===== config.mk =====
export PLATFORM = sky130hd
export DESIGN_NAME = cursor_select_ctrl
export DESIGN_NICKNAME = d
export VERILOG_FILES = /design/src/rtl/game_pkg.sv /design/src/rtl/btn_edge_sync.sv /design/src/rtl/cursor_select_ctrl.sv
export SDC_FILE = /design/constraint.sdc
export NUM_CORES = 1
export LEC_CHECK = 0
export ABC_AREA = 1
export ABC_CLOCK_PERIOD_IN_PS = 5300
export CAP_MARGIN = 20
export CORE_ASPECT_RATIO = 1.4
export CORE_MARGIN = 1
export CORE_UTILIZATION = 61
export DETAILED_ROUTE_END_ITERATION = 7
export GPL_TIMING_DRIVEN = 1
export PLACE_DENSITY = 0.92
export SLEW_MARGIN = 40
export SYNTH_ARGS = -nofsm -noshare
export SYNTH_HDL_FRONTEND = slang
export SYNTH_SLANG_ARGS = --single-unit

===== constraint.sdc =====
create_clock -name clk -period 5.3 [get_ports clk]
set_clock_uncertainty 0.1 [all_clocks]
set_input_delay 0.53 -clock clk [delete_from_list [all_inputs] [get_ports clk]]
set_output_delay 0.53 -clock clk [all_outputs]
set_load 0.01 [all_outputs]

===== src/rtl/game_pkg.sv =====
// Shared definitions for the cursor/selection control slice.
//   COORD_W     : width of every tile coordinate
//   sel_state_e : selection FSM states (IDLE, FIRST, REQ)
//   dir_e       : arbitrated move direction (NONE, UP, RIGHT, DOWN, LEFT)
package game_pkg;

    localparam int COORD_W = 4;

    typedef enum logic [1:0] {
        IDLE,
        FIRST,
        REQ
    } sel_state_e;

    typedef enum logic [2:0] {
        NONE,
        UP,
        RIGHT,
        DOWN,
        LEFT
    } dir_e;

endpackage


===== src/rtl/btn_edge_sync.sv =====
// Button resynchroniser with press detection.
//   clk, rst_n : system clock, synchronous active-low reset
//   i_btn      : debounced button level, asynchronous to clk
//   o_level    : synchronised level (two flops after i_btn)
//   o_rise     : one-cycle pulse on a 0->1 of the synchronised level
module btn_edge_sync (
    input  logic clk,
    input  logic rst_n,
    input  logic i_btn,
    output logic o_level,
    output logic o_rise
);

    logic r_meta;
    logic r_sync;
    logic r_prev;

    always_ff @(posedge clk) begin
        if (!rst_n) begin
            r_meta <= 1'b0;
            r_sync <= 1'b0;
            r_prev <= 1'b0;
        end else begin
            r_meta <= i_btn;
            r_sync <= r_meta;
            r_prev <= r_sync;
        end
    end

    // The pulse is built only from flopped values, so the consumer that
    // registers it acts on the third clk edge after the input edge.
    assign o_level = r_sync;
    assign o_rise  = r_sync & ~r_prev;

endmodule


===== src/rtl/cursor_select_ctrl.sv =====
// Turns debounced buttons into cursor moves and two-tile match requests.
//   clk, rst_n                 : system clock, synchronous active-low reset
//   up_in/right_in/down_in/left_in/s_in : debounced button levels (async)
//   en                         : 0 freezes cursor/selection, ignores presses
//   cur_x, cur_y               : cursor position
//   sel_valid, sel_x, sel_y    : first selected tile
//   req_valid, req_x0..req_y1  : pending pair request (first, second)
//   req_ready                  : downstream accepts the request
module cursor_select_ctrl
    import game_pkg::*;
#(
    parameter int COLS     = 8,
    parameter int ROWS     = 8,
    parameter int TICK_DIV = 100000,
    parameter int HOLD_MS  = 400,
    parameter int RPT_MS   = 100
) (
    input  logic               clk,
    input  logic               rst_n,
    input  logic               up_in,
    input  logic               right_in,
    input  logic               down_in,
    input  logic               left_in,
    input  logic               s_in,
    input  logic               en,
    output logic [COORD_W-1:0] cur_x,
    output logic [COORD_W-1:0] cur_y,
    output logic               sel_valid,
    output logic [COORD_W-1:0] sel_x,
    output logic [COORD_W-1:0] sel_y,
    output logic               req_valid,
    output logic [COORD_W-1:0] req_x0,
    output logic [COORD_W-1:0] req_y0,
    output logic [COORD_W-1:0] req_x1,
    output logic [COORD_W-1:0] req_y1,
    input  logic               req_ready
);

    if (COLS < 2 || COLS > 16 || ROWS < 2 || ROWS > 16 ||
        TICK_DIV < 1 || HOLD_MS < 1 || RPT_MS < 1) begin : g_bad_params
        $error("cursor_select_ctrl: COLS/ROWS must be 2..16, timers >= 1");
    end

    localparam int TICK_W = (TICK_DIV > 1) ? $clog2(TICK_DIV) : 1;
    localparam int MS_MAX = (HOLD_MS > RPT_MS) ? HOLD_MS : RPT_MS;
    localparam int MS_W   = $clog2(MS_MAX + 1);
    localparam logic [COORD_W-1:0] MAX_X = COORD_W'(COLS - 1);
    localparam logic [COORD_W-1:0] MAX_Y = COORD_W'(ROWS - 1);

    // ---------------- button front end (0 up, 1 right, 2 down, 3 left)
    logic [3:0] w_lvl;
    logic [4:0] w_rise;
    logic       w_unused_s_lvl;

    btn_edge_sync u_up    (.clk(clk), .rst_n(rst_n), .i_btn(up_in),    .o_level(w_lvl[0]),       .o_rise(w_rise[0]));
    btn_edge_sync u_right (.clk(clk), .rst_n(rst_n), .i_btn(right_in), .o_level(w_lvl[1]),       .o_rise(w_rise[1]));
    btn_edge_sync u_down  (.clk(clk), .rst_n(rst_n), .i_btn(down_in),  .o_level(w_lvl[2]),       .o_rise(w_rise[2]));
    btn_edge_sync u_left  (.clk(clk), .rst_n(rst_n), .i_btn(left_in),  .o_level(w_lvl[3]),       .o_rise(w_rise[3]));
    btn_edge_sync u_sel   (.clk(clk), .rst_n(rst_n), .i_btn(s_in),     .o_level(w_unused_s_lvl), .o_rise(w_rise[4]));

    // ---------------- 1 ms tick
    logic [TICK_W-1:0] r_tick_cnt;
    logic              w_tick;

    assign w_tick = (r_tick_cnt == TICK_W'(TICK_DIV - 1));

    always_ff @(posedge clk) begin
        if (!rst_n)      r_tick_cnt <= '0;
        else if (w_tick) r_tick_cnt <= '0;
        else             r_tick_cnt <= r_tick_cnt + 1'b1;
    end

    // ---------------- arbitration and auto-repeat
    dir_e            w_press_dir;
    dir_e            w_move_dir;
    dir_e            r_hold_dir;
    logic [MS_W-1:0] r_ms_cnt;
    logic            r_rpt_phase;   // 0: waiting HOLD_MS, 1: repeating every RPT_MS
    logic            w_hold_lvl;
    logic            w_rpt_fire;
    logic [MS_W-1:0] w_limit_m1;
    sel_state_e      r_state;
    sel_state_e      w_state_nxt;

    always_comb begin
        w_press_dir = NONE;
        if (en) begin
            if      (w_rise[0]) w_press_dir = UP;
            else if (w_rise[1]) w_press_dir = RIGHT;
            else if (w_rise[2]) w_press_dir = DOWN;
            else if (w_rise[3]) w_press_dir = LEFT;
        end
    end

    always_comb begin
        w_hold_lvl = 1'b0;
        case (r_hold_dir)
            UP:      w_hold_lvl = w_lvl[0];
            RIGHT:   w_hold_lvl = w_lvl[1];
            DOWN:    w_hold_lvl = w_lvl[2];
            LEFT:    w_hold_lvl = w_lvl[3];
            default: w_hold_lvl = 1'b0;
        endcase
    end

    assign w_limit_m1 = r_rpt_phase ? MS_W'(RPT_MS - 1) : MS_W'(HOLD_MS - 1);
    assign w_rpt_fire = en && (r_hold_dir != NONE) && w_hold_lvl && w_tick &&
                        (r_ms_cnt == w_limit_m1);

    always_ff @(posedge clk) begin
        if (!rst_n || !en) begin
            r_hold_dir  <= NONE;
            r_ms_cnt    <= '0;
            r_rpt_phase <= 1'b0;
        end else if (w_press_dir != NONE) begin
            r_hold_dir  <= w_press_dir;
            r_ms_cnt    <= '0;
            r_rpt_phase <= 1'b0;
        end else if (r_hold_dir != NONE && !w_hold_lvl) begin
            r_hold_dir  <= NONE;
            r_ms_cnt    <= '0;
            r_rpt_phase <= 1'b0;
        end else if (r_hold_dir != NONE && w_tick) begin
            if (w_rpt_fire) begin
                r_ms_cnt    <= '0;
                r_rpt_phase <= 1'b1;
            end else begin
                r_ms_cnt    <= r_ms_cnt + 1'b1;
            end
        end
    end

    // ---------------- cursor
    logic [COORD_W-1:0] r_cur_x, r_cur_y;
    logic [COORD_W-1:0] w_nx, w_ny;

    always_comb begin
        w_move_dir = NONE;
        if (r_state != REQ) begin
            if (w_press_dir != NONE) w_move_dir = w_press_dir;
            else if (w_rpt_fire)     w_move_dir = r_hold_dir;
        end
    end

    always_comb begin
        w_nx = r_cur_x;
        w_ny = r_cur_y;
        case (w_move_dir)
            UP:      if (r_cur_y != '0)   w_ny = r_cur_y - 1'b1;
            DOWN:    if (r_cur_y != MAX_Y) w_ny = r_cur_y + 1'b1;
            LEFT:    if (r_cur_x != '0)   w_nx = r_cur_x - 1'b1;
            RIGHT:   if (r_cur_x != MAX_X) w_nx = r_cur_x + 1'b1;
            default: ;
        endcase
    end

    always_ff @(posedge clk) begin
        if (!rst_n) begin
            r_cur_x <= '0;
            r_cur_y <= '0;
        end else begin
            r_cur_x <= w_nx;
            r_cur_y <= w_ny;
        end
    end

    // ---------------- selection FSM
    // Selection compares against the post-move cursor so a select pressed
    // together with a move acts on the tile the cursor lands on.
    logic w_s_press;
    logic w_load_sel, w_cancel, w_load_req, w_done;
    logic r_sel_valid, r_req_valid;
    logic [COORD_W-1:0] r_sel_x, r_sel_y, r_x0, r_y0, r_x1, r_y1;

    assign w_s_press = en && w_rise[4];

    always_comb begin
        w_state_nxt = r_state;
        w_load_sel  = 1'b0;
        w_cancel    = 1'b0;
        w_load_req  = 1'b0;
        w_done      = 1'b0;
        case (r_state)
            IDLE: begin
                if (w_s_press) begin
                    w_load_sel  = 1'b1;
                    w_state_nxt = FIRST;
                end
            end
            FIRST: begin
                if (w_s_press) begin
                    if (w_nx == r_sel_x && w_ny == r_sel_y) begin
                        w_cancel    = 1'b1;
                        w_state_nxt = IDLE;
                    end else begin
                        w_load_req  = 1'b1;
                        w_state_nxt = REQ;
                    end
                end
            end
            REQ: begin
                if (r_req_valid && req_ready) begin
                    w_done      = 1'b1;
                    w_state_nxt = IDLE;
                end
            end
            default: w_state_nxt = IDLE;
        endcase
    end

    always_ff @(posedge clk) begin
        if (!rst_n) r_state <= IDLE;
        else        r_state <= w_state_nxt;
    end

    always_ff @(posedge clk) begin
        if (!rst_n) begin
            r_sel_valid <= 1'b0;
            r_sel_x     <= '0;
            r_sel_y     <= '0;
            r_req_valid <= 1'b0;
            r_x0        <= '0;
            r_y0        <= '0;
            r_x1        <= '0;
            r_y1        <= '0;
        end else begin
            if (w_load_sel) begin
                r_sel_valid <= 1'b1;
                r_sel_x     <= w_nx;
                r_sel_y     <= w_ny;
            end
            if (w_cancel || w_done) r_sel_valid <= 1'b0;
            if (w_load_req) begin
                r_req_valid <= 1'b1;
                r_x0        <= r_sel_x;
                r_y0        <= r_sel_y;
                r_x1        <= w_nx;
                r_y1        <= w_ny;
            end
            if (w_done) r_req_valid <= 1'b0;
        end
    end

    assign cur_x     = r_cur_x;
    assign cur_y     = r_cur_y;
    assign sel_valid = r_sel_valid;
    assign sel_x     = r_sel_x;
    assign sel_y     = r_sel_y;
    assign req_valid = r_req_valid;
    assign req_x0    = r_x0;
    assign req_y0    = r_y0;
    assign req_x1    = r_x1;
    assign req_y1    = r_y1;

endmodule


# After elaboration in Yosys (flattened, before gate mapping)
# Index checks and enable logic that the tools add are counted.
[word_totals]
in_bits = 9
out_inout_bits = 34
elab_cells = 127
ff_bits = 81
[op_classes]
muxes = 34
n_addsub = 6
reduce_logical = 26
eq_ne = 20
n_bitwise = 11
[ops]
columns = ["cell", "n"]
rows = [
  ["2-to-1 mux 3 bit", 10],
  ["2-to-1 mux 9 bit", 2],
  ["adder 17 x 1 -> 17 bit, second input constant", 1],
  ["== test 17 bit, second input constant", 1],
  ["2-to-1 mux 4 bit", 4],
  ["case mux 4 bit (2 select lines)", 2],
  ["== test 3 x 2 -> 1 bit, second input constant", 4],
  ["2-to-1 mux 1 bit", 10],
  ["adder 9 x 1 -> 9 bit, second input constant", 1],
  ["== test 9 bit", 1],
  ["logical AND 1 bit", 9],
  ["adder 4 x 1 -> 4 bit, second input constant", 2],
  ["== test 4 bit", 2],
  ["2-to-1 mux 2 bit", 4],
  ["inequality test 2 bit, second input constant", 4],
  ["inequality test 4 x 3 -> 1 bit, second input constant", 2],
  ["nonzero test 4 bit", 2],
  ["subtractor 4 x 1 -> 4 bit, second input constant", 2],
  ["== test 3 x 1 -> 1 bit, second input constant", 2],
  ["== test 3 bit, second input constant", 2],
  ["NOT 1 bit", 6],
  ["case mux 2 bit (3 select lines)", 1],
  ["nonzero test 3 bit", 2],
  ["OR reduction 2 bit", 3],
  ["11 further kinds", 18],
]

# Logic depth before layout (Yosys ltp)
# Gate-level depths: netlist of the first run.
[depth]
ltp_word = 19
ltp_mapped = 23
mapped_depth_nobuf = 23

# By module
# From an unflattened synthesis of the first run, not the netlist that was laid out.
[unflattened]
cells_unflattened = 607
area_unflattened_um2 = 4083.9
[by_module_without_submodules]
columns = ["mod", "cells_per_inst", "n_inst", "seq_area_each_um2", "area_per_inst_um2"]
rows = [
  ["cursor_select_ctrl", 552, 1, 1321.3, 3621.0],
  ["btn_edge_sync", 11, 5, 60.1, 92.6],
]

# Worst setup path before layout of the first run
# Ideal clock, no wire load.
[synth_timing]
path_kind = "register to register"
from = "reg r_tick_cnt[0]"
to = "reg r_x0[3] (netlist: req_x0[3])"
t_arrival_ps = 2225
period_less_slack_ps = 2440
setup_ps = 115
path_slack_ps = 2860
path_stages_with_launch = 20
n_path_buf = 1
required_time_ps = 5085
path_cell_list = "dfxtp_1 > ha_1 > nand2_1 > nor2_1 > nand2_1 > nor2_4 > nand3_4 > o21ai_2 > nand2_2 > a21oi_2 > nand2_1 > nand2_2 > nand2_1 > nand2_1 > nand2_1 > nor2_2 > nand2_2 > buf_6 > a21oi_1 > nor2_1"
[synth_between]
elab_chain_len = 13
word_cells_on_any_way = 18
cone_classes = "7 x eq/ne; 8 x mux; 3 x reduce/logical"
[synth_rtl]
columns = ["element", "line_no", "rtl"]
rows = [
  ["from (decl)", "cursor_select_ctrl.sv:62", "logic [TICK_W-1:0] r_tick_cnt;"],
  ["from (signal assigned)", "cursor_select_ctrl.sv:70", "else r_tick_cnt <= r_tick_cnt + 1'b1;"],
  ["== test 17 bit *", "cursor_select_ctrl.sv:65", "assign w_tick = (r_tick_cnt == TICK_W'(TICK_DIV - 1));"],
  ["logical AND 1 bit * (2 in a row)", "cursor_select_ctrl.sv:107", "assign w_rpt_fire = en && (r_hold_dir != NONE) && w_hold_lvl && w_tick &&"],
  ["2-to-1 mux 3 bit *", "cursor_select_ctrl.sv:141", "else if (w_rpt_fire) w_move_dir = r_hold_dir;"],
  ["2-to-1 mux 3 bit *", "cursor_select_ctrl.sv:140", "if (w_press_dir != NONE) w_move_dir = w_press_dir;"],
  ["2-to-1 mux 3 bit *", "cursor_select_ctrl.sv:139", "if (r_state != REQ) begin"],
  ["== test 3 x 2 -> 1 bit (tied with other cells)", "cursor_select_ctrl.sv:148", "case (w_move_dir)"],
  ["case mux 4 bit (2 select lines)", "cursor_select_ctrl.sv:148", ""],
  ["== test 4 bit", "cursor_select_ctrl.sv:192", "if (w_nx == r_sel_x && w_ny == r_sel_y) begin"],
  ["logical AND 1 bit *", "cursor_select_ctrl.sv:192", ""],
  ["2-to-1 mux 1 bit *", "cursor_select_ctrl.sv:192", ""],
  ["2-to-1 mux 1 bit *", "cursor_select_ctrl.sv:191", "if (w_s_press) begin"],
  ["2-to-1 mux 1 bit *", "cursor_select_ctrl.sv:183", "case (r_state)"],
  ["to (signal assigned)", "cursor_select_ctrl.sv:235", "r_x0 <= r_sel_x;"],
  ["to (decl)", "cursor_select_ctrl.sv:173", "logic [COORD_W-1:0] r_sel_x, r_sel_y, r_x0, r_y0, r_x1, r_y1;"],
]
# Every way passes the cells marked *; elsewhere a longest branch is shown, timed or not.
# A chain may end at the register's enable or synchronous reset.

# Final worst setup path of the first run
[layout_timing]
from = "in en"
to = "reg r_x1[0] (netlist: req_x1[0])"
[layout_between]
elab_chain_len = 14
word_cells_on_any_way = 22
cone_classes = "6 x eq/ne; 9 x mux; 7 x reduce/logical"
[layout_rtl]
columns = ["element", "line_no", "rtl"]
rows = [
  ["from (decl)", "cursor_select_ctrl.sv:25", "input logic en,"],
  ["logical AND 1 bit (4 in a row)", "cursor_select_ctrl.sv:107", ""],
  ["2-to-1 mux 3 bit", "cursor_select_ctrl.sv:141", ""],
  ["2-to-1 mux 3 bit", "cursor_select_ctrl.sv:140", ""],
  ["2-to-1 mux 3 bit", "cursor_select_ctrl.sv:139", ""],
  ["== test 3 x 2 -> 1 bit (tied with other cells)", "cursor_select_ctrl.sv:148", ""],
  ["case mux 4 bit (2 select lines)", "cursor_select_ctrl.sv:148", ""],
  ["== test 4 bit", "cursor_select_ctrl.sv:192", ""],
  ["logical AND 1 bit", "cursor_select_ctrl.sv:192", ""],
  ["2-to-1 mux 1 bit", "cursor_select_ctrl.sv:192", ""],
  ["2-to-1 mux 1 bit", "cursor_select_ctrl.sv:191", ""],
  ["2-to-1 mux 1 bit", "cursor_select_ctrl.sv:183", ""],
  ["to (signal assigned)", "cursor_select_ctrl.sv:237", "r_x1 <= w_nx;"],
  ["to (decl)", "cursor_select_ctrl.sv:173", ""],
]
# Parallel ways exist; a longest one is shown, timed or not.

==> impl_metrics.prom, run 1 <==
# TYPE chip_impl_metric gauge
chip_impl_metric{name="first_global_vias",unit=""} 3980
chip_impl_metric{name="drv.max_cap_violation_count",unit=""} 0
chip_impl_metric{name="pwrdens",unit="nW/um^2"} 262
chip_impl_metric{name="report.final.slew_viol_count",unit=""} 0
chip_impl_metric{name="cts.repair.resized",unit=""} 0
chip_impl_info{name="hold_path_class",value="reg -> reg"} 1
chip_impl_info{name="cts_tree",value="built"} 1
chip_impl_metric{name="fill_cells",unit=""} 497
chip_impl_metric{name="static-leakage-power",unit="nW"} 2.01
chip_impl_metric{name="tns",unit="ps"} 0
chip_impl_info{name="setup.worst_path.end_class",value="flip-flop"} 1
chip_impl_metric{name="number_of_distinct_library_cell_variants_in_the_gate_level_netlist_after_synthesis",unit=""} 37
chip_impl_info{name="worstReg2RegStart",value="r_tick_cnt[0]"} 1
chip_impl_metric{name="place_ws",unit="ps"} 1690
chip_impl_metric{name="numClockSinks",unit=""} 81
chip_impl_metric{name="post-route-util",unit="%"} 72.8
chip_impl_metric{name="clock_tree.htree_level_count",unit=""} 3
chip_impl_metric{name="timing.reg2reg.worst_path_depth",unit=""} 20
chip_impl_metric{name="detailedPlacementHpwl",unit="mm"} 7.21
chip_impl_metric{name="synth_top_area_share",unit="%"} 39.2
chip_impl_metric{name="vdd_drop_max",unit="mV"} 0.178
chip_impl_metric{name="synthesis.instances",unit=""} 603
chip_impl_metric{name="postLayoutSetupSlackWorst",unit="ps"} 2000
chip_impl_metric{name="slew_headroom",unit="%"} 61.6
chip_impl_metric{name="cts.hold.buffers_added",unit=""} 0
chip_impl_metric{name="gp_congestion",unit=""} 0.925
chip_impl_metric{name="seq_area_frac_synth",unit="%"} 39.2
chip_impl_metric{name="tightest_slew",unit="ps"} 574
chip_impl_info{name="largest-register",value="r_tick_cnt"} 1
chip_impl_metric{name="start_util",unit="%"} 62.9
chip_impl_metric{name="worst_ep_required_time",unit="ps"} 5460
chip_impl_info{name="critPathCapture",value="req_x1[0]"} 1
chip_impl_metric{name="path_clk_slew",unit="ps"} 90
chip_impl_metric{name="drt_first_iter_violations",unit=""} 240
chip_impl_info{name="critical_path.slowest_cell",value="clkdlybuf4s50_1"} 1
chip_impl_metric{name="synth.cell_area",unit="um^2"} 4130
chip_impl_info{name="ys_dominant_reg_cell",value="dfxtp_1"} 1
chip_impl_metric{name="portion_of_the_clock_cycle_consumed_by_the_worst_path_in_the_final_layout",unit="%"} 62.2
chip_impl_metric{name="antennaDiodeCount",unit=""} 0
chip_impl_metric{name="synth.avg_cell_area",unit="um^2"} 6.85
chip_impl_metric{name="ys_ff_latch",unit=""} 81
chip_impl_metric{name="timing.final.hold_violations",unit=""} 0
chip_impl_metric{name="crit_arrival",unit="ps"} 3460
chip_impl_metric{name="track_usage",unit="%"} 29.2
chip_impl_info{name="biggestRegsByFlops",value="r_tick_cnt x17, r_ms_cnt x9"} 1
chip_impl_metric{name="cts_setup_buffers",unit=""} 0
chip_impl_info{name="ctsRootBufferMaster",value="clkbuf_8"} 1
chip_impl_info{name="rsz0062_at_grt",value="no"} 1
chip_impl_metric{name="max_stage_delay",unit="ps"} 610
chip_impl_info{name="r2r-end",value="req_x1[0]"} 1
chip_impl_metric{name="vias",unit=""} 4010
chip_impl_info{name="crit_top_cell",value="nand2_1"} 1
chip_impl_metric{name="layout-area-overhead-vs-synth",unit="%"} 15.8
chip_impl_info{name="worstPathCellList",value="clkdlybuf4s50_1 -> nand2_1 -> nor2_1 -> nand2_4 -> nand2_2 -> nor2_1 -> nand3_2 -> nand2_2 -> nand2_2 -> nand2_1 -> nand3_1 -> nand2_1 -> nand2_1 -> nand2_1 -> inv_1 -> nand2_1 -> nor2_2 -> nand2_2 -> nand2_1 -> nand2_1 -> nand2_1 -> nor2_1"} 1
chip_impl_metric{name="grt_first_pass_wirelength",unit="mm"} 16.5
chip_impl_metric{name="die_width",unit="um"} 71.6
chip_impl_metric{name="die_height",unit="um"} 99.4
chip_impl_metric{name="regToRegSetupSlack",unit="ps"} 2070
chip_impl_metric{name="final_nets",unit=""} 658
chip_impl_metric{name="grt_start_max_net_pins",unit=""} 42
chip_impl_metric{name="avgViaCountPerCell",unit=""} 5.55
chip_impl_metric{name="clock.fmax",unit="MHz"} 303
chip_impl_metric{name="minimum_clock_period",unit="ps"} 3300
chip_impl_info{name="outcome",value="finished clean"} 1
chip_impl_metric{name="final-seq-area",unit="um^2"} 1620
chip_impl_metric{name="totalPowerFinal",unit="mW"} 1.25
chip_impl_metric{name="ys_async_sr_fraction",unit="%"} 0
chip_impl_info{name="timing.critical_path.from_type",value="input pin"} 1
chip_impl_metric{name="remaining_drc_errors",unit=""} 0
chip_impl_metric{name="clock_latency",unit="ps"} 360
chip_impl_metric{name="initial_antenna_violation_count",unit=""} 0
chip_impl_metric{name="floorplan.die_area",unit="um^2"} 7110
chip_impl_info{name="critical_path.top_delay_family",value="simple AND/OR/NAND/NOR gates"} 1
chip_impl_metric{name="crit_fanout",unit=""} 31
chip_impl_metric{name="postRouteAntennaNets",unit=""} 0
chip_impl_metric{name="multi_input_area",unit="um^2"} 2090
chip_impl_metric{name="drt_first_pass_iters",unit=""} 6
chip_impl_metric{name="pin_count",unit=""} 43
chip_impl_metric{name="timing.final.setup_violations",unit=""} 0
chip_impl_metric{name="cts_buffers",unit=""} 9
chip_impl_info{name="timing_worst_setup_path_type",value="in -> reg"} 1
chip_impl_metric{name="combined_buffer_and_inverter_count_along_the_critical_path",unit=""} 2
chip_impl_info{name="synth_top_cells_by_area",value="dfxtp_1, nand2_1, inv_1"} 1
chip_impl_metric{name="core_region_area",unit="um^2"} 6570
chip_impl_metric{name="synth_nets",unit=""} 618
chip_impl_info{name="cp-startpoint",value="en"} 1
chip_impl_metric{name="cts-root-to-sink-buffers",unit=""} 2
chip_impl_info{name="yosys.area.top_type",value="dfxtp_1"} 1
chip_impl_metric{name="finalWirelength",unit="mm"} 9.76
chip_impl_metric{name="critical_path_cell_count",unit=""} 22
chip_impl_metric{name="buffer_ports.inserted",unit=""} 42
chip_impl_metric{name="flip_flop_count_of_the_largest_register_after_layout",unit=""} 17
chip_impl_metric{name="drt-wirelength-per-cell",unit="um"} 13.5
chip_impl_metric{name="fraction_of_layout_cells_with_a_size_suffix_above_1",unit="%"} 8.64
chip_impl_metric{name="synth-warning-count",unit=""} 0
chip_impl_metric{name="num_rows",unit=""} 35
chip_impl_metric{name="synth_edf_count",unit=""} 0
chip_impl_metric{name="global_route_total_overflow",unit=""} 0
[power by group]
group,leakage (nW),internal [mW],switching [mW],total [mW]
Combinational,1.24,0.0509,0.0963,0.147
Clock,0.104,0.227,0.246,0.472
Sequential,0.657,0.621,0.0114,0.633
Total,2.01,0.899,0.353,1.25
[worst min-delay path by stage]
stage,to,startpoint,depth (start not counted)
detailed placement,u_down.o_level,u_down.r_meta,2
global placement,u_right.o_level,u_right.r_meta,2
global route,u_down.o_level,u_down.r_meta,2
finish,u_down.o_level,u_down.r_meta,2
CTS,u_down.o_level,u_down.r_meta,2
floorplan,u_down.o_level,u_down.r_meta,2
[area by class of cell]
cell class / count / area share [%]
multi-input cells: 418 / 43.8
flip-flops and latches: 81 / 33.9
repair buffers: 44 / 9.10
inverters: 89 / 6.98
clock buffers: 9 / 2.59
well taps: 74 / 1.94
clock inverters: 7 / 1.73
[synth_stat cells (2+ instances only)]
cell type,instances
a21oi_1,45
a21oi_2,2
and3_1,3
buf_2,4
buf_6,3
clkbuf_1,7
dfxtp_1,81
ha_1,6
inv_1,85
inv_2,3
nand2_1,130
nand2_2,11
nand3_1,52
nand3_2,7
nand4_1,12
nor2_1,74
nor2_2,5
nor2_4,3
nor3_1,16
nor3b_1,8
nor4_1,2
o211ai_1,2
o21a_1,2
o21ai_0,21
xor2_1,7
[logic make-up (layout without fill, tap and decap cells)]
kind of cell | Yosys count | after routing | synth area share (%)
buf+inv | 104 | 149 | 10.1
flops | 81 | 81 | 39.2
simple gates | 328 | 328 | 37.1
compound gates | 77 | 77 | 10.3
xor+xnor | 7 | 7 | 1.48
fa+ha+maj | 6 | 6 | 1.82
[metal layers]
metal  track usage [%]  part of all wire, %
met5                 0                    0
met3              5.37                  4.8
met4              18.7                  3.7
met1              28.0                   38
met2              55.8                   53
[worst reg2reg max path: cells and delay by family (launching register included)]
| family | cells | cell delay (ps) |
|---|---|---|
| adders and majority gates | 1 | 180 |
| AOI/OAI and AO/OA | 1 | 220 |
| and+or+nand+nor | 18 | 2270 |
| DFF | 1 | 370 |
[layout by cell type, fill, tap and decap left out, types with 8 or more instances in the layout]
cell	n
nand2_1	130
inv_1	85
dfxtp_1	81
nor2_1	74
nand3_1	52
a21oi_1	45
clkdlybuf4s50_1	42
o21ai_0	21
nor3_1	16
nand4_1	12
nand2_2	11
clkbuf_8	9
nor3b_1	8
[stage by stage]
step	std cells	instance area [um^2]	hold WS (ps)
finish	722	4780	308
global route	722	4780	336
CTS	722	4780	308
detailed placement	706	4580	296
global placement	706	4580	298
floorplan	603	4130	290
Note: power is estimated with default switching activity, not from simulation.
==> inputs of run 2 (changes only) <==
Settings changed: ABC_CLOCK_PERIOD_IN_PS 5300 to 2700, CORE_UTILIZATION 61 to 51, PLACE_DENSITY 0.92 to 0.83.
Clock period 5.3 ns to 2.7 ns, I/O delays scaled along.
==> impl_metrics.prom, run 2 (synthesized netlist as in run 1, its figures left out) <==
# TYPE chip_impl_metric gauge
chip_impl_metric{name="pwr-share-seq",unit="%"} 45.7
chip_impl_info{name="ctsRootBufferMaster",value="clkbuf_8"} 1
chip_impl_metric{name="initial_antenna_violation_count",unit=""} 0
chip_impl_metric{name="buffer_ports.inserted",unit=""} 42
chip_impl_metric{name="clkPwrFrac",unit="%"} 39.3
chip_impl_info{name="critical_path.slowest_cell",value="dfxtp_2"} 1
chip_impl_metric{name="drt_first_iter_violations",unit=""} 222
chip_impl_metric{name="layout-area-overhead-vs-synth",unit="%"} 29.0
chip_impl_metric{name="totalPowerFinal",unit="mW"} 2.72
chip_impl_metric{name="path_clk_slew",unit="ps"} 80
chip_impl_metric{name="slew_headroom",unit="%"} 62.4
chip_impl_metric{name="static-leakage-power",unit="nW"} 2.25
chip_impl_metric{name="pin_count",unit=""} 43
chip_impl_metric{name="vdd_drop_max",unit="mV"} 0.533
chip_impl_info{name="hold_path_class",value="in -> reg"} 1
chip_impl_metric{name="gp_congestion",unit=""} 0.887
chip_impl_metric{name="die_width",unit="um"} 78.1
chip_impl_metric{name="drv.max_cap_violation_count",unit=""} 0
chip_impl_metric{name="die_height",unit="um"} 109
chip_impl_info{name="cts_tree",value="built"} 1
chip_impl_metric{name="num_rows",unit=""} 38
chip_impl_metric{name="detailedPlacementHpwl",unit="mm"} 7.40
chip_impl_info{name="outcome",value="finished, violations left"} 1
chip_impl_metric{name="portion_of_the_clock_cycle_consumed_by_the_worst_path_in_the_final_layout",unit="%"} 103
chip_impl_metric{name="fill_cells",unit=""} 647
chip_impl_metric{name="antennaDiodeCount",unit=""} 0
chip_impl_metric{name="drt_first_pass_iters",unit=""} 6
chip_impl_metric{name="fraction_of_layout_cells_with_a_size_suffix_above_1",unit="%"} 17.4
chip_impl_metric{name="crit_arrival",unit="ps"} 2930
chip_impl_metric{name="postLayoutSetupSlackWorst",unit="ps"} -75.0
chip_impl_info{name="timing.critical_path.from_type",value="flip-flop"} 1
chip_impl_metric{name="numClockSinks",unit=""} 81
chip_impl_metric{name="post-route-util",unit="%"} 68.4
chip_impl_metric{name="cts_buffers",unit=""} 9
chip_impl_metric{name="drt-wirelength-per-cell",unit="um"} 13.4
chip_impl_metric{name="cts-root-to-sink-buffers",unit=""} 2
chip_impl_info{name="biggestRegsByFlops",value="r_tick_cnt x17, r_ms_cnt x9"} 1
chip_impl_metric{name="finalWirelength",unit="mm"} 10.4
chip_impl_metric{name="vias",unit=""} 4117
chip_impl_metric{name="avgViaCountPerCell",unit=""} 5.30
chip_impl_metric{name="floorplan.die_area",unit="um^2"} 8470
chip_impl_info{name="setup.worst_path.end_class",value="flip-flop"} 1
chip_impl_metric{name="pwrdens",unit="nW/um^2"} 511
chip_impl_info{name="crit_top_cell",value="nand2_2"} 1
chip_impl_info{name="timing_worst_setup_path_type",value="reg -> reg"} 1
chip_impl_metric{name="flip_flop_count_of_the_largest_register_after_layout",unit=""} 17
chip_impl_info{name="mostFrequentLayoutCells",value="nand2_1, inv_1, nor2_1"} 1
chip_impl_metric{name="core_region_area",unit="um^2"} 7800
chip_impl_info{name="largest-register",value="r_tick_cnt"} 1
chip_impl_info{name="violated_checks",value="setup timing"} 1
chip_impl_info{name="worstPathCellList",value="ha_4 -> nand2_4 -> nor2_4 -> nand2_2 -> nor2_4 -> nand3_4 -> o21ai_4 -> nand2_2 -> nand2_4 -> nand3_4 -> nand2_2 -> nand2_2 -> nand2_2 -> nand2_2 -> nor2_4 -> nand2_4 -> clkbuf_16 -> a21oi_1 -> nor2_1"} 1
chip_impl_metric{name="grt_start_max_net_pins",unit=""} 40
chip_impl_metric{name="remaining_drc_errors",unit=""} 0
chip_impl_metric{name="clock.fmax",unit="MHz"} 360
chip_impl_info{name="rsz0062_at_grt",value="yes"} 1
chip_impl_metric{name="timing.final.hold_violations",unit=""} 0
chip_impl_metric{name="clock_tree.htree_level_count",unit=""} 3
chip_impl_metric{name="p_switching",unit="mW"} 0.687
chip_impl_metric{name="multi_input_area",unit="um^2"} 2270
chip_impl_metric{name="report.final.slew_viol_count",unit=""} 0
chip_impl_metric{name="max_stage_delay",unit="ps"} 360
chip_impl_metric{name="worst_ep_required_time",unit="ps"} 2860
chip_impl_metric{name="first_global_vias",unit=""} 3920
chip_impl_metric{name="start_util",unit="%"} 53.0
chip_impl_metric{name="postRouteAntennaNets",unit=""} 0
chip_impl_metric{name="final-seq-area",unit="um^2"} 1640
chip_impl_metric{name="tightest_slew",unit="ps"} 563
chip_impl_metric{name="global_route_total_overflow",unit=""} 0
chip_impl_metric{name="crit_fanout",unit=""} 7
chip_impl_metric{name="timing.final.setup_violations",unit=""} 16
chip_impl_metric{name="final_nets",unit=""} 688
chip_impl_metric{name="combPwrFrac",unit="%"} 15.0
chip_impl_metric{name="grt_first_pass_wirelength",unit="mm"} 16.7
chip_impl_metric{name="clock_latency",unit="ps"} 360
chip_impl_metric{name="minimum_clock_period",unit="ps"} 2770
chip_impl_metric{name="internal_power",unit="mW"} 2.03
chip_impl_metric{name="track_usage",unit="%"} 25.0
chip_impl_metric{name="power.switching_fraction",unit="%"} 25.3
chip_impl_info{name="layout_commonest_cell",value="nand2_1"} 1
run 2: power by group through the flow:
stage	Clock, mW	Sequential [mW]	Combinational [mW]
2_1_floorplan	0	1.27	0.211
3_3_place_gp	0	1.27	0.321
3_5_place_dp	0	1.27	0.330
4_1_cts	1.08	1.24	0.334
5_1_grt	1.14	1.25	0.443
6_report	1.07	1.24	0.408
run 2: path summary, 6_finish.rpt:
path	end	cells after the start	from	slack (ps)
worst min-delay path	r_hold_dir[1]	3	en	280
worst min register to register	u_right.o_level	2	u_right.r_meta	310
worst max register to register	req_x0[3]	19	r_tick_cnt[1]	-70
worst max-delay path	req_x0[3]	19	r_tick_cnt[1]	-70
run 2: layer usage:
metal | global-route usage, % | up-vias | wire length (um)
met5 | 0 | - | 0
met1 | 24.6 | 1918 | 4000
li1 | - | 2065 | -
met3 | 6.50 | 24 | 439
met4 | 13.4 | 0 | 278
met2 | 47.4 | 110 | 5720
run 2: layout make-up:
cell class	instances	area share, %
Clock inverter	5	1.95
Inverter	89	6.27
Tap cell	100	2.35
Clock buffer	10	2.58
Multi-Input combinational cell	418	42.5
Sequential cell	81	30.7
Timing Repair Buffer	74	13.6
run 2: stage by stage:
stage	std cells	hold slack, ps	instance area [um^2]	worst slack, ps	setup TNS [ps]
4_1_cts	773	314	5080	-2.54	-2.70
3_3_place_gp	757	298	4820	-204	-3420
5_1_grt	777	289	5330	-249	-3620
3_5_place_dp	757	296	4820	-328	-5550
2_1_floorplan	603	268	4130	260	0
6_report	777	278	5330	-75.0	-308
run 2: critical path, delay by kind of cell, from the launching register on:
kind	cells	cell delay [ps]
AOI/OAI and AO/OA	2	350
and+or+nand+nor	15	1520
adders and majority gates	1	150
DFF	1	360
buffers and inverters	1	180
run 2: what timing repair did:
| action | 4_1_cts | 5_1_grt |
|---|---|---|
| cloned | 0 | 2 |
| setup buffers | 1 | 2 |
| hold buffers | 0 | 0 |
| setup endpoints to repair | 13 | 20 |
| pin swaps | 1 | 22 |
| resized for setup | 5 | 47 |
==> inputs of run 3 (changes only) <==
Settings changed: CTS_CLUSTER_DIAMETER set to 40.
==> results of run 3 <==
The final DEF is identical to that of run 2; final timing and power are the same.
